--- config.mk ---
export PLATFORM = sky130hd
export DESIGN_NAME = el_video_capture
export DESIGN_NICKNAME = d
export VERILOG_FILES = /design/src/rtl/el_video_capture.sv
export SDC_FILE = /design/constraint.sdc
export NUM_CORES = 1
export LEC_CHECK = 0
export BUFFER_PORTS_ARGS = -buffer_cell sky130_fd_sc_hd__buf_2
export CAP_MARGIN = 30
export CORE_MARGIN = 2
export CORE_UTILIZATION = 53
export DETAILED_ROUTE_END_ITERATION = 8
export PLACE_DENSITY = 0.76
export SYNTH_ARGS = -nofsm -noshare
export SYNTH_HDL_FRONTEND = slang
export SYNTH_SLANG_ARGS = --single-unit
--- constraint.sdc ---
create_clock -name clk_50 -period 2.34 [get_ports clk_50]
set_input_delay 0.468 -clock clk_50 [delete_from_list [all_inputs] [get_ports clk_50]]
set_output_delay 0.468 -clock clk_50 [all_outputs]
set_load 0.01 [all_outputs]
--- src/rtl/el_video_capture.sv ---
// el_video_capture: oversampling receiver for the EL panel video interface, emitting a packed frame-buffer write stream
module el_video_capture #(
    parameter int H_ACTIVE   = 512,
    parameter int V_ACTIVE   = 256,
    parameter int ADDR_W     = 14,
    parameter int VID_INVERT = 1
) (
    input  logic              clk_50,
    input  logic              rst,
    input  logic              capture_en,
    input  logic              el_vs,
    input  logic              el_hs,
    input  logic              el_vclk,
    input  logic              el_vid,
    output logic              wr_en,
    output logic [ADDR_W-1:0] wr_addr,
    output logic [7:0]        wr_data,
    output logic              frame_done,
    output logic              line_err,
    output logic              busy
);
    localparam int XW = $clog2(H_ACTIVE) + 1;
    localparam int LW = (V_ACTIVE > 1) ? $clog2(V_ACTIVE) : 1;
    localparam logic [1:0] IDLE = 2'd0;
    localparam logic [1:0] LINE = 2'd1;
    localparam logic [1:0] GAP  = 2'd2;
    localparam logic [XW-1:0] X_END = XW'(H_ACTIVE);
    localparam logic [LW-1:0] L_LAST = LW'(V_ACTIVE - 1);
    localparam logic [ADDR_W-1:0] H_BYTES = ADDR_W'(H_ACTIVE / 8);

    logic [3:0]        meta_q, sync_q;
    logic [1:0]        hist_q;
    logic [1:0]        state_q, state_d;
    logic [LW-1:0]     line_q, line_d;
    logic [XW-1:0]     x_q, x_d, xc;
    logic              ovr_q, ovr_d;
    logic [7:0]        byte_q, byte_d;
    logic              wr_en_q, wr_en_d;
    logic [ADDR_W-1:0] wr_addr_q, wr_addr_d;
    logic [7:0]        wr_data_q, wr_data_d;
    logic              frame_done_q, frame_done_d;
    logic              line_err_q, line_err_d;
    logic              vs_s, pix, hs_rise, hs_fall, vclk_fall, start, samp;

    // Two-flop synchronizer on {vs, hs, vclk, vid}, plus history of hs and vclk for edge detection
    always_ff @(posedge clk_50 or posedge rst) begin
        if (rst) begin
            meta_q <= '0;
            sync_q <= '0;
            hist_q <= '0;
        end else begin
            meta_q <= {el_vs, el_hs, el_vclk, el_vid};
            sync_q <= meta_q;
            hist_q <= sync_q[2:1];
        end
    end

    assign vs_s      = sync_q[3];
    assign pix       = sync_q[0] ^ (VID_INVERT != 0);
    assign hs_rise   = sync_q[2] & ~hist_q[1];
    assign hs_fall   = ~sync_q[2] & hist_q[1];
    assign vclk_fall = ~sync_q[1] & hist_q[0];

    // Line/frame sequencing, pixel packing and write generation
    always_comb begin
        state_d      = state_q;
        line_d       = line_q;
        x_d          = x_q;
        ovr_d        = ovr_q;
        byte_d       = byte_q;
        wr_en_d      = 1'b0;
        wr_addr_d    = wr_addr_q;
        wr_data_d    = wr_data_q;
        frame_done_d = 1'b0;
        line_err_d   = 1'b0;
        start        = 1'b0;
        samp         = 1'b0;
        if (!capture_en) begin
            state_d = IDLE;
        end else if (state_q == IDLE) begin
            start = hs_rise & vs_s;
        end else if (state_q == GAP) begin
            start      = hs_rise;
            line_err_d = hs_rise & vs_s;
        end else if (hs_fall) begin
            line_err_d   = (x_q != X_END) || ovr_q;
            x_d          = '0;
            ovr_d        = 1'b0;
            frame_done_d = (line_q == L_LAST);
            state_d      = (line_q == L_LAST) ? IDLE : GAP;
        end else begin
            samp = vclk_fall;
        end
        if (start) begin
            state_d = LINE;
            line_d  = (state_q == GAP && !vs_s) ? line_q + 1'b1 : '0;
            x_d     = '0;
            ovr_d   = 1'b0;
            samp    = vclk_fall;
        end
        xc = start ? '0 : x_q;
        if (samp && xc < X_END) begin
            byte_d[xc[2:0]] = pix;
            x_d             = xc + 1'b1;
            wr_en_d         = &xc[2:0];
            if (&xc[2:0]) begin
                wr_data_d = byte_d;
                wr_addr_d = ADDR_W'(line_d) * H_BYTES + ADDR_W'(xc >> 3);
            end
        end else if (samp) begin
            ovr_d = 1'b1;
        end
    end

    // State and output registers
    always_ff @(posedge clk_50 or posedge rst) begin
        if (rst) begin
            state_q      <= IDLE;
            line_q       <= '0;
            x_q          <= '0;
            ovr_q        <= 1'b0;
            byte_q       <= '0;
            wr_en_q      <= 1'b0;
            wr_addr_q    <= '0;
            wr_data_q    <= '0;
            frame_done_q <= 1'b0;
            line_err_q   <= 1'b0;
        end else begin
            state_q      <= state_d;
            line_q       <= line_d;
            x_q          <= x_d;
            ovr_q        <= ovr_d;
            byte_q       <= byte_d;
            wr_en_q      <= wr_en_d;
            wr_addr_q    <= wr_addr_d;
            wr_data_q    <= wr_data_d;
            frame_done_q <= frame_done_d;
            line_err_q   <= line_err_d;
        end
    end

    assign wr_en      = wr_en_q;
    assign wr_addr    = wr_addr_q;
    assign wr_data    = wr_data_q;
    assign frame_done = frame_done_q;
    assign line_err   = line_err_q;
    assign busy       = (state_q != IDLE);
endmodule

==> impl_metrics.py <==
metrics = {
    "status": {
        "status": "finished clean",
    },
    "yosys": {
        "synth_top_area_frac": 0.5039,
        "syn-cell-area_sq_um": 3178,
        "synth_cells": 299,
        "synth_nets": 311,
        "synth_seq_cells": 64,
        "ys_types": 61,
        "synth-seq-area-share": 0.5039,
        "synth-edff-count": 0,
        "synth_ff_type": "dfrtp_1",
        "synth_top_cell_by_area": "dfrtp_1",
        "yosys_warnings": 0,
        "avgSynthCellArea_sq_um": 10.63,
        "synthArstFlopShare": 1.000,
        "yosys-top-cells-area": "dfrtp_1 (50%), nand2_1 (5.4%), mux2_2 (3.9%)",
    },
    "detailed_routing": {
        "drc": 0,
        "postRouteWirelength_mm": 6.754,
        "wl_per_cell_um": 15.49,
        "antenna_left": 0,
        "drtIter0Drc": 193,
        "dr.pass1.iters": 4,
        "vias_per_cell": 5.617,
        "dr_total_vias": 2449,
    },
    "cells_and_area": {
        "num_antenna_cells": 0,
        "drive_gt1_frac": 0.3463,
        "nNetsFinal": 368,
        "fin_util": 0.6610,
        "nFillCells": 430,
        "final_cell_mix": "dfrtp_1 (62), nand2_1 (44), buf_2 (32)",
        "synthToLayoutAreaGrowth_pct": 21.69,
        "final_common_cell": "dfrtp_1",
        "fin_cells": 436,
    },
    "global_routing": {
        "antenna_found_initial": 0,
        "first_global_vias": 2280,
        "grt_pass1_wl_mm": 11.21,
        "grtUsageTotal": 0.2260,
        "grt_max_degree": 65,
        "globalRoute.totalOverflow": 0,
    },
    "clock_tree": {
        "holdBufCountCts": 0,
        "post_cts_buffers": 0,
        "numCtsBuffers": 9,
        "htreeDepth": 3,
        "clockBufferDepth": 2,
        "cts.sinks": 64,
        "tritoncts": "built",
        "clkTransAtPathRegs_ns": 0.08,
        "clk_latency_ns": 0.34,
        "clockRootBuffer": "clkbuf_8",
    },
    "placement": {
        "place_congestion": 0.8644,
        "dp.cells": 420,
        "dpl.hpwl_mm": 4.577,
        "io_buffer_count": 32,
    },
    "worst_setup_path": {
        "cp.arrival_ns": 2.49,
        "crit_type": "register to register",
        "path_max_fanout": 7,
        "crit_path_end_kind": "register",
        "setup.worst_path.start_class": "register",
        "crit_required_ns": 2.56,
    },
    "floorplan": {
        "dieArea_sq_um": 6632,
        "die_h_um": 81.44,
        "io_pins": 33,
        "core_sq_um": 5851,
        "initial_core_util": 0.5432,
        "row_count": 28,
        "fp.dieW_um": 81.44,
    },
    "timing": {
        "fin_setup_tns_ns": 0,
        "relSlewSlack": 0.7276,
        "min_period_ns": 2.268,
        "fin_worst_skew_ns": 0.01423,
        "rsz0062_at_grt": "yes",
        "drv_slew": 0,
        "finalSetupViolations": 0,
        "post-route-period-util": 0.9693,
        "whs_ns": 0.1729,
        "fmaxAchievable_mhz": 440.9,
        "hold_viol": 0,
        "worst_pin_slew_ns": 0.4051,
    },
    "pwr": {
        "ir_worst_vdd_mv": 0.3357,
        "fin_total_pwr_mw": 2.514,
        "p_leak_nw": 1.855,
        "p_per_area_nw_per_um2": 650.0,
    },
    "worst_hold_path": {
        "hold_path.class": "input port to asynchronous set/reset pin",
    },
    "run": {
        "drv_cap": 0,
    },
}
-- registers in the layout, summed over array words and instances, names as in the netlist --
signal      cells
ovr_q           1
x_q            10
sync_q          4
wr_addr        14
line_err        1
wr_en           1
byte_q          8
hist_q          2
line_q          8
state_q         2
frame_done      1
wr_data         8
meta_q          4
-- worst max-delay path: stages, from the launching register on --
cell and delay, ns:
dfrtp_1 0.44, nand4bb_4 0.27, buf_4 0.20, o21ai_0 0.32
nand2_2 0.11, ha_1 0.23, a21boi_4 0.15, nand2_1 0.09
xnor2_1 0.07, mux2_2 0.25
-- final timing paths --
path,slack (ns),startpoint,endpoint,cells after the start
worst min-delay path,0.17,rst,line_q[0]$_DFF_PP0_,3
worst min register to register,0.35,meta_q[3]$_DFF_PP0_,sync_q[3]$_DFF_PP0_,0
max in group asynchronous,1.86,rst,hist_q[1]$_DFF_PP0_,3
worst max register to register,0.07,state_q[0]$_DFFE_PP0P_,wr_addr[10]$_DFFE_PP0P_,9
worst max-delay path,0.07,state_q[0]$_DFFE_PP0P_,wr_addr[10]$_DFFE_PP0P_,9
min in group clk_50,0.22,el_hs,meta_q[2]$_DFF_PP0_,1
-- metrics by stage --
step | setup slack [ns] | area [sq um]
global placement | 0.06492 | 3571
CTS | 0.002781 | 3801
floorplan | 0.02226 | 3187
finish | 0.07173 | 3867
global route | -0.02676 | 3867
detailed placement | 0.01220 | 3571
-- metal layers --
| layer | part of all wire | up-vias | GRT usage |
|---|---|---|---|
| met2 | 0.49 | 51 | 0.3434 |
| met4 | 0.019 | 0 | 0.1051 |
| met5 | 0 | - | 0 |
| met3 | 0.033 | 12 | 0.04066 |
| li1 | - | 1177 | - |
| met1 | 0.46 | 1209 | 0.3149 |
-- cells by family after synthesis --
kind of cell    Yosys count  share of synthesized area
compound gates           61                     0.1409
simple gates            124                     0.2221
xor+xnor                  6                    0.01890
flops                    64                     0.5039
fa+ha+maj                 5                    0.01969
mux                      15                    0.05158
buf+inv                  24                    0.04291
-- power breakdown --
group	internal [mW]	switching (mW)	total, mW
registers	1.14	0.0367	1.18
logic	0.114	0.135	0.249
clock network	0.656	0.430	1.09
-- layout make-up --
cell class | count | area (sq um) | area share
clock buffer | 11 | 151.4 | 0.03915
timing repair buffer | 59 | 391.6 | 0.1013
multi-input combinational | 211 | 1506 | 0.3895
sequential | 64 | 1604 | 0.4148
clock inverter | 5 | 78.83 | 0.02038
tap | 75 | 93.84 | 0.02426
inverter | 11 | 41.29 | 0.01068
-- synth_stat cells (2+ instances only) --
cell type,count
dfrtp_1,64
nand2_1,46
o21ai_0,20
nor2_1,16
o21ai_1,13
mux2_2,11
inv_1,10
nand3_1,9
buf_6,6
clkbuf_1,6
nand4_1,6
and2_1,5
and3_1,5
ha_1,5
nor3_1,5
o31ai_1,5
a21oi_1,4
mux2i_1,4
nand3_2,4
xor2_1,4
a221oi_2,3
nor4_1,3
nor4b_2,3
a22o_1,2
a32o_1,2
nor2_4,2
nor2b_1,2
-- timing repair --
action | CTS | global route
resized for setup | 0 | 12
hold endpoints to repair | 0 | 0
endpoints found under the setup margin | 0 | 19
Note: power is estimated with default switching activity, not from simulation.
